`src/rtl/edge_pulse_stretcher.sv`:
```
// Multi-channel edge detector: each channel turns a selected edge into a retriggerable pulse and a sticky event flag.
// Optional 2-flop input synchronizer is enabled by defining EDGE_PULSE_SYNC_STAGES_EN.
module edge_pulse_stretcher #(
  parameter int   WIDTH        = 8,
  parameter int   PULSE_LENGTH = 1,
  parameter logic RESET_LEVEL  = 1'b0
) (
  input  logic                 clock,
  input  logic                 reset,
  input  logic [WIDTH-1:0]     level_in,
  input  logic [2*WIDTH-1:0]   edge_mode,
  input  logic [WIDTH-1:0]     event_clear,
  output logic [WIDTH-1:0]     pulse_out,
  output logic [WIDTH-1:0]     event_pending,
  output logic                 any_event
);

  localparam int CW = (PULSE_LENGTH > 1) ? $clog2(PULSE_LENGTH) : 1;
  localparam logic [CW-1:0] RELOAD = CW'(PULSE_LENGTH - 1);

  logic [WIDTH-1:0]         level_s;
  logic [WIDTH-1:0]         d_q;
  logic [WIDTH-1:0]         rise;
  logic [WIDTH-1:0]         fall;
  logic [WIDTH-1:0]         hit;
  logic [WIDTH-1:0]         mode_on;
  logic [WIDTH-1:0][CW-1:0] cnt_q;
  logic [WIDTH-1:0][CW-1:0] cnt_d;
  logic [WIDTH-1:0]         pend_q;
  logic [WIDTH-1:0]         pend_d;

`ifdef EDGE_PULSE_SYNC_STAGES_EN
  logic [WIDTH-1:0] sync1_q;
  logic [WIDTH-1:0] sync2_q;

  always_ff @(posedge clock or posedge reset) begin
    if (reset) begin
      sync1_q <= {WIDTH{RESET_LEVEL}};
      sync2_q <= {WIDTH{RESET_LEVEL}};
    end else begin
      sync1_q <= level_in;
      sync2_q <= sync1_q;
    end
  end

  assign level_s = sync2_q;
`else
  assign level_s = level_in;
`endif

  always_ff @(posedge clock or posedge reset) begin
    if (reset) begin
      d_q <= {WIDTH{RESET_LEVEL}};
    end else begin
      d_q <= level_s;
    end
  end

  // Edge qualification; mode 00 disables the channel entirely.
  always_comb begin
    rise    = level_s & ~d_q;
    fall    = ~level_s & d_q;
    hit     = '0;
    mode_on = '0;
    for (int i = 0; i < WIDTH; i++) begin
      mode_on[i] = |edge_mode[2*i +: 2];
      case (edge_mode[2*i +: 2])
        2'b01:   hit[i] = rise[i];
        2'b10:   hit[i] = fall[i];
        2'b11:   hit[i] = rise[i] | fall[i];
        default: hit[i] = 1'b0;
      endcase
    end
  end

  // Counter holds the remaining pulse cycles after the current one; a hit reloads rather than accumulates.
  always_comb begin
    cnt_d     = cnt_q;
    pend_d    = pend_q;
    pulse_out = '0;
    for (int i = 0; i < WIDTH; i++) begin
      if (!mode_on[i]) begin
        cnt_d[i] = '0;
      end else if (hit[i]) begin
        cnt_d[i] = RELOAD;
      end else if (cnt_q[i] != '0) begin
        cnt_d[i] = cnt_q[i] - CW'(1);
      end
      pulse_out[i] = (hit[i] | (cnt_q[i] != '0)) & mode_on[i];
      // A new hit in the same cycle as a clear keeps the flag set.
      if (hit[i]) begin
        pend_d[i] = 1'b1;
      end else if (event_clear[i]) begin
        pend_d[i] = 1'b0;
      end
    end
  end

  always_ff @(posedge clock or posedge reset) begin
    if (reset) begin
      cnt_q  <= '0;
      pend_q <= '0;
    end else begin
      cnt_q  <= cnt_d;
      pend_q <= pend_d;
    end
  end

  assign event_pending = pend_q;
  assign any_event     = |pend_q;

endmodule

```
`config.mk`:
```
export PLATFORM = sky130hd
export DESIGN_NAME = edge_pulse_stretcher
export DESIGN_NICKNAME = d
export VERILOG_FILES = /design/src/rtl/edge_pulse_stretcher.sv
export SDC_FILE = /design/constraint.sdc
export NUM_CORES = 1
export LEC_CHECK = 0
export CAP_MARGIN = 20
export CORE_ASPECT_RATIO = 0.75
export CORE_MARGIN = 5
export CORE_UTILIZATION = 35
export CTS_BUF_LIST = sky130_fd_sc_hd__clkbuf_2
export CTS_CLUSTER_DIAMETER = 30
export DETAILED_ROUTE_END_ITERATION = 12
export GPL_ROUTABILITY_DRIVEN = 0
export PLACE_DENSITY_LB_ADDON = 0.05
export SLEW_MARGIN = 20
export SYNTH_ARGS = -nofsm -noshare
export SYNTH_HDL_FRONTEND = slang
export SYNTH_SLANG_ARGS = --single-unit
```
`constraint.sdc`:
```
create_clock -name clock -period 1.1 [get_ports clock]
set_input_delay 0.11 -clock clock [delete_from_list [all_inputs] [get_ports clock]]
set_output_delay 0.11 -clock clock [all_outputs]
set_load 0.05 [all_outputs]
```
# Yosys cells after proc, flatten, opt, wreduce, memory -nomap -nowiden
# Cells that the tools add are included.
# Widths: inputs -> output; s select.
[totals]
wordCells = 142
register_bits = 24
input_bits = 34
out_inout_bits = 17
[classes]
n_reduce_logical = 17
addsub = 8
mux = 48
bitwise_logic = 28
n_eq_ne = 24
[op_table]
columns = ["operator", "n"]
rows = [
  ["$mux 1", 40],
  ["$eq 2x2->1 const B", 16],
  ["$pmux 1 s3", 8],
  ["$and 8x8->8", 2],
  ["$eq 2x1->1 const B", 8],
  ["$not 8->8", 2],
  ["$or 1x1->1", 16],
  ["$reduce_bool 2->1", 8],
  ["$reduce_or 2->1", 8],
  ["$and 1x1->1", 8],
  ["$reduce_or 8->1", 1],
  ["$sub 1x1->1 const B", 8],
]

# Longest topological paths before layout
[logic_depth]
word_depth = 6
mapped_depth = 5
depth_no_buf = 5

# Worst setup path before layout
# Ideal clock, no wire load.
[synth_timing]
path_type = "register -> output"
from = "reg d_q[0]"
to = "out pulse_out[0]"
slack_ns = -0.334
required_time_ns = 0.990
path_stages_with_launch = 5
n_path_buf = 0
arrival_ns = 1.324
cell_sequence = "dfrtp_1 ha_1 nor2b_4 o21ai_2 o21ai_1"
[synth_via]
elab_chain_cells = 6
word_cells_on_any_way = 7
classes_between = "mux (1); bitwise (6)"
[synth_rtl]
columns = ["element", "line", "source"]
rows = [
  ["start, declared", "22", "logic [WIDTH-1:0] d_q;"],
  ["start signal, assigned", "53", "d_q <= {WIDTH{RESET_LEVEL}};"],
  ["start signal, assigned", "55", "d_q <= level_s;"],
  ["$not 8->8", "61", "rise = level_s & ~d_q;"],
  ["$and 8x8->8", "61", ""],
  ["$or 1x1->1", "70", "2'b11: hit[i] = rise[i] | fall[i];"],
  ["$pmux 1 s3 (*)", "67", "case (edge_mode[2*i +: 2])"],
  ["$or 1x1->1 (*)", "89", "pulse_out[i] = (hit[i] | (cnt_q[i] != '0)) & mode_on[i];"],
  ["$and 1x1->1 (*)", "89", ""],
  ["end, declared", "13", "output logic [WIDTH-1:0] pulse_out,"],
]
# Every way passes the cells marked *; elsewhere a longest branch is shown, timed or not.

# Final worst setup path
[layout_timing]
from = "reg d_q[4]"
to = "out pulse_out[4]"
# The elaborated chain is that of the path after synthesis.

==> summary.md <==
| Metric | Value |
|---|---|
| Critical path buffers and inverters | `3` |
| Worst setup path category | `reg -> out` |
| Power density over the cells | `908.3 mW/mm2` |
| DRT Wirelength | `3778 um` |
| Post-synthesis cell type count | `12` |
| Run status | `complete, but fails checks` |
| DP Worst Slack | `-0.4873 ns` |
| CTS tree | `built` |
| Cell class contributing the biggest share of worst-path delay | `flip-flops` |
| First-pass GRT wire length | `5561 um` |
| Delay of the slowest cell on the worst path | `0.46 ns` |
| Area growth syn-to-layout | `137.1%` |
| Antenna violation net count after detailed routing | `0` |
| Fraction of layout instances using a drive strength above 1 | `0.5941` |
| Max VDD drop | `0.0007473 V` |
| I/O pin count | `51` |
| Worst Setup Start Kind | `register` |
| Average cell area after synthesis | `10.22 um2` |
| Number of iterations in the first detailed-routing pass | `4` |
| Buffer type at the clock tree root | `sky130_fd_sc_hd__clkbuf_2` |
| Fmax | `590.7 MHz` |
| CORE AREA | `0.002957 mm2` |
| DR vias/cell | `4.721` |
| Most common cell after layout, fill and taps aside | `sky130_fd_sc_hd__clkdlybuf4s50_1` |
| Slowest cell on the critical path | `sky130_fd_sc_hd__dfrtp_1` |
| Worst-Skew Late Latency | `0.30 ns` |
| Synthesized net count | `156` |
| Post-route non-filler standard cell count | `240` |
| Number of global-route vias before repair | `1,244` |
| Number of remaining DRC errors | `0` |
| Die area | `0.004320 mm2` |
| Worst Path Max Fanout | `2` |
| Skew final | `0.0009976 ns` |
| Number of instances in the synthesized netlist | `106` |
| Proportion of synthesized chip area in sequential cells | `0.3695` |
| Clock net sink count | `16` |
| Crit end category | `primary output` |
| Unrepaired setup endpoints after global routing | `true` |
| Number of warnings reported in the yosys synthesis log | `0` |
| Leakage dissipation | `1.121 nW` |
| Routed length per placed instance | `15.74 um` |
| Number of buffers between clock root and the deepest sink | `2` |
| Antenna violations before repair | `0` |
| Post-Route Setup TNS | `-6.346 ns` |
| Clock-pin slew on the worst setup and hold paths | `0.19 ns` |
| CP Data Arrival Time | `1.58 ns` |
| Data required time of the critical path | `0.99 ns` |
| Number of nets in the layout | `253` |
| Remaining max-slew budget at the tightest pin | `0.7682` |
| Post-layout minimum cycle time | `1.693 ns` |
| H-Tree Depth | `1` |
| Pins Over Slew Limit | `0` |
| CP cell instances | `buf_4 -> inv_1 -> ha_1 -> nand2_2 -> o21ai_4 -> buf_12` |
| Final number of hold-violating endpoints | `0` |
| Final antenna diode count | `0` |
| Input/output buffers | `50` |
| Worst hold path class | `in -> reg` |
| Ratio of final minimum period to clock period | `1.539` |
| Final-layout worst hold slack | `0.04154 ns` |
| Post-synthesis register bit count | `16` |
| PnR Total Power | `2.333 mW` |
| Via Count | `1,133` |
| Worst path setup slack after routing | `-0.5928 ns` |
| Number of standard-cell rows in the floorplan | `17` |
| Number of buffers inserted during clock tree synthesis | `3` |
| Iteration-0 DRC Markers | `23` |
| Transition time of the tightest slew-check pin | `0.3462 ns` |
| Overall global routing resource usage | `0.1685` |
| Cells after DPL | `219` |
| Violations in the final reports | `setup timing` |
| Number of endpoints failing setup at the final stage | `25` |
| Area of the mapped netlist | `0.001084 mm2` |
| Starting density of the core | `0.3665` |
| Count of maximum capacitance violations | `0` |
| Die width | `74.25 um` |
| Placed wire-length estimate | `2623 um` |
| Vertical die dimension | `58.19 um` |
| Most used cells in the layout excluding fill and tap cells | `sky130_fd_sc_hd__clkdlybuf4s50_1, sky130_fd_sc_hd__inv_1, sky130_fd_sc_hd__buf_4` |
| Maximum number of pins on one net before global-route repair | `15` |
| GRT overflow | `0` |
## flip-flops by register name (all words and copies together) (netlist names)
signal and count:
event_pending 8, d_q 8
## Yosys cell counts
master	n	area, um2
sky130_fd_sc_hd__nor2b_4	6	82.58
sky130_fd_sc_hd__nand2_1	11	41.29
sky130_fd_sc_hd__inv_1	25	93.84
sky130_fd_sc_hd__o221ai_1	2	17.52
sky130_fd_sc_hd__dfrtp_1	16	400.4
sky130_fd_sc_hd__o21ai_1	8	40.04
sky130_fd_sc_hd__nor2b_1	6	37.54
sky130_fd_sc_hd__ha_1	16	200.2
sky130_fd_sc_hd__o221ai_2	6	90.09
sky130_fd_sc_hd__o211ai_1	2	15.01
sky130_fd_sc_hd__o21ai_2	6	52.55
sky130_fd_sc_hd__nor4_1	2	12.51
## layout make-up
cell class | instances | area (um2)
Sequential cell | 16 | 407.9
Fill cell | 136 | 387.9
Multi-Input combinational cell | 65 | 940.9
Inverter | 25 | 93.84
Clock buffer | 4 | 20.02
Tap cell | 38 | 47.55
Timing Repair Buffer | 92 | 1059
## worst register-to-register path, cell delays in order, from the launching register on
cell and delay, ns:
sky130_fd_sc_hd__dfrtp_1 0.45, sky130_fd_sc_hd__inv_2 0.07, sky130_fd_sc_hd__ha_4 0.15, sky130_fd_sc_hd__nor2b_4 0.12, sky130_fd_sc_hd__o21ai_4 0.19, sky130_fd_sc_hd__buf_4 0.14
sky130_fd_sc_hd__buf_6 0.08, sky130_fd_sc_hd__buf_6 0.08, sky130_fd_sc_hd__buf_6 0.08, sky130_fd_sc_hd__buf_6 0.08, sky130_fd_sc_hd__o221ai_2 0.06
## layer usage
layer	wire length [um]	track usage	share of wire	vias to the layer above
li1	-	-	-	543
met1	1419	0.1872	0.38	548
met2	2100	0.3270	0.56	34
met4	53	0.01777	0.014	0
met5	0	0	0	-
met3	204	0.04679	0.054	8
## cell families (layout without fill, tap and decap cells)
family / after synthesis / in the layout / synth area share
flops: 16 / 16 / 0.3695
simple gates: 25 / 25 / 0.1605
buf+inv: 25 / 121 / 0.08661
compound gates: 24 / 24 / 0.1986
fa+ha+maj: 16 / 16 / 0.1848
## worst paths after layout
check / startpoint / end / slack [ns] / depth (start not counted)
max reg2reg: d_q[0] / event_pending[0] / -0.49 / 10
max: d_q[4] / pulse_out[4] / -0.59 / 6
max in group asynchronous: reset / event_pending[1] / 0.20 / 4
min reg2reg: event_pending[0] / event_pending[0] / 0.75 / 3
min: level_in[0] / d_q[0] / 0.04 / 1
min in group asynchronous: reset / d_q[6] / 0.54 / 3
## report_power, final
part	leakage (nW)	switching [mW]	internal, mW	total, mW
clock network	0.0166	0.202	0.0963	0.298
registers	0.184	0.0668	0.647	0.714
logic	0.920	0.599	0.722	1.32
total	1.12	0.868	1.47	2.33
## through the flow
stage	instance area (um2)	util
4_1_cts	2411	0.8155
3_5_place_dp	2195	0.7423
2_1_floorplan	1289	-
6_report	2569	0.8688
5_1_grt	2569	0.8688
3_3_place_gp	2195	0.7423
## repair_timing
action                                 4_1_cts  5_1_grt
setup endpoints to repair                   25       25
pin swaps                                    8       10
buffers inserted                             7       14
resized for setup                           26       23
hold buffers                                 1        0
endpoints found under the hold margin        2        0
Note: power is estimated with default switching activity, not from simulation.
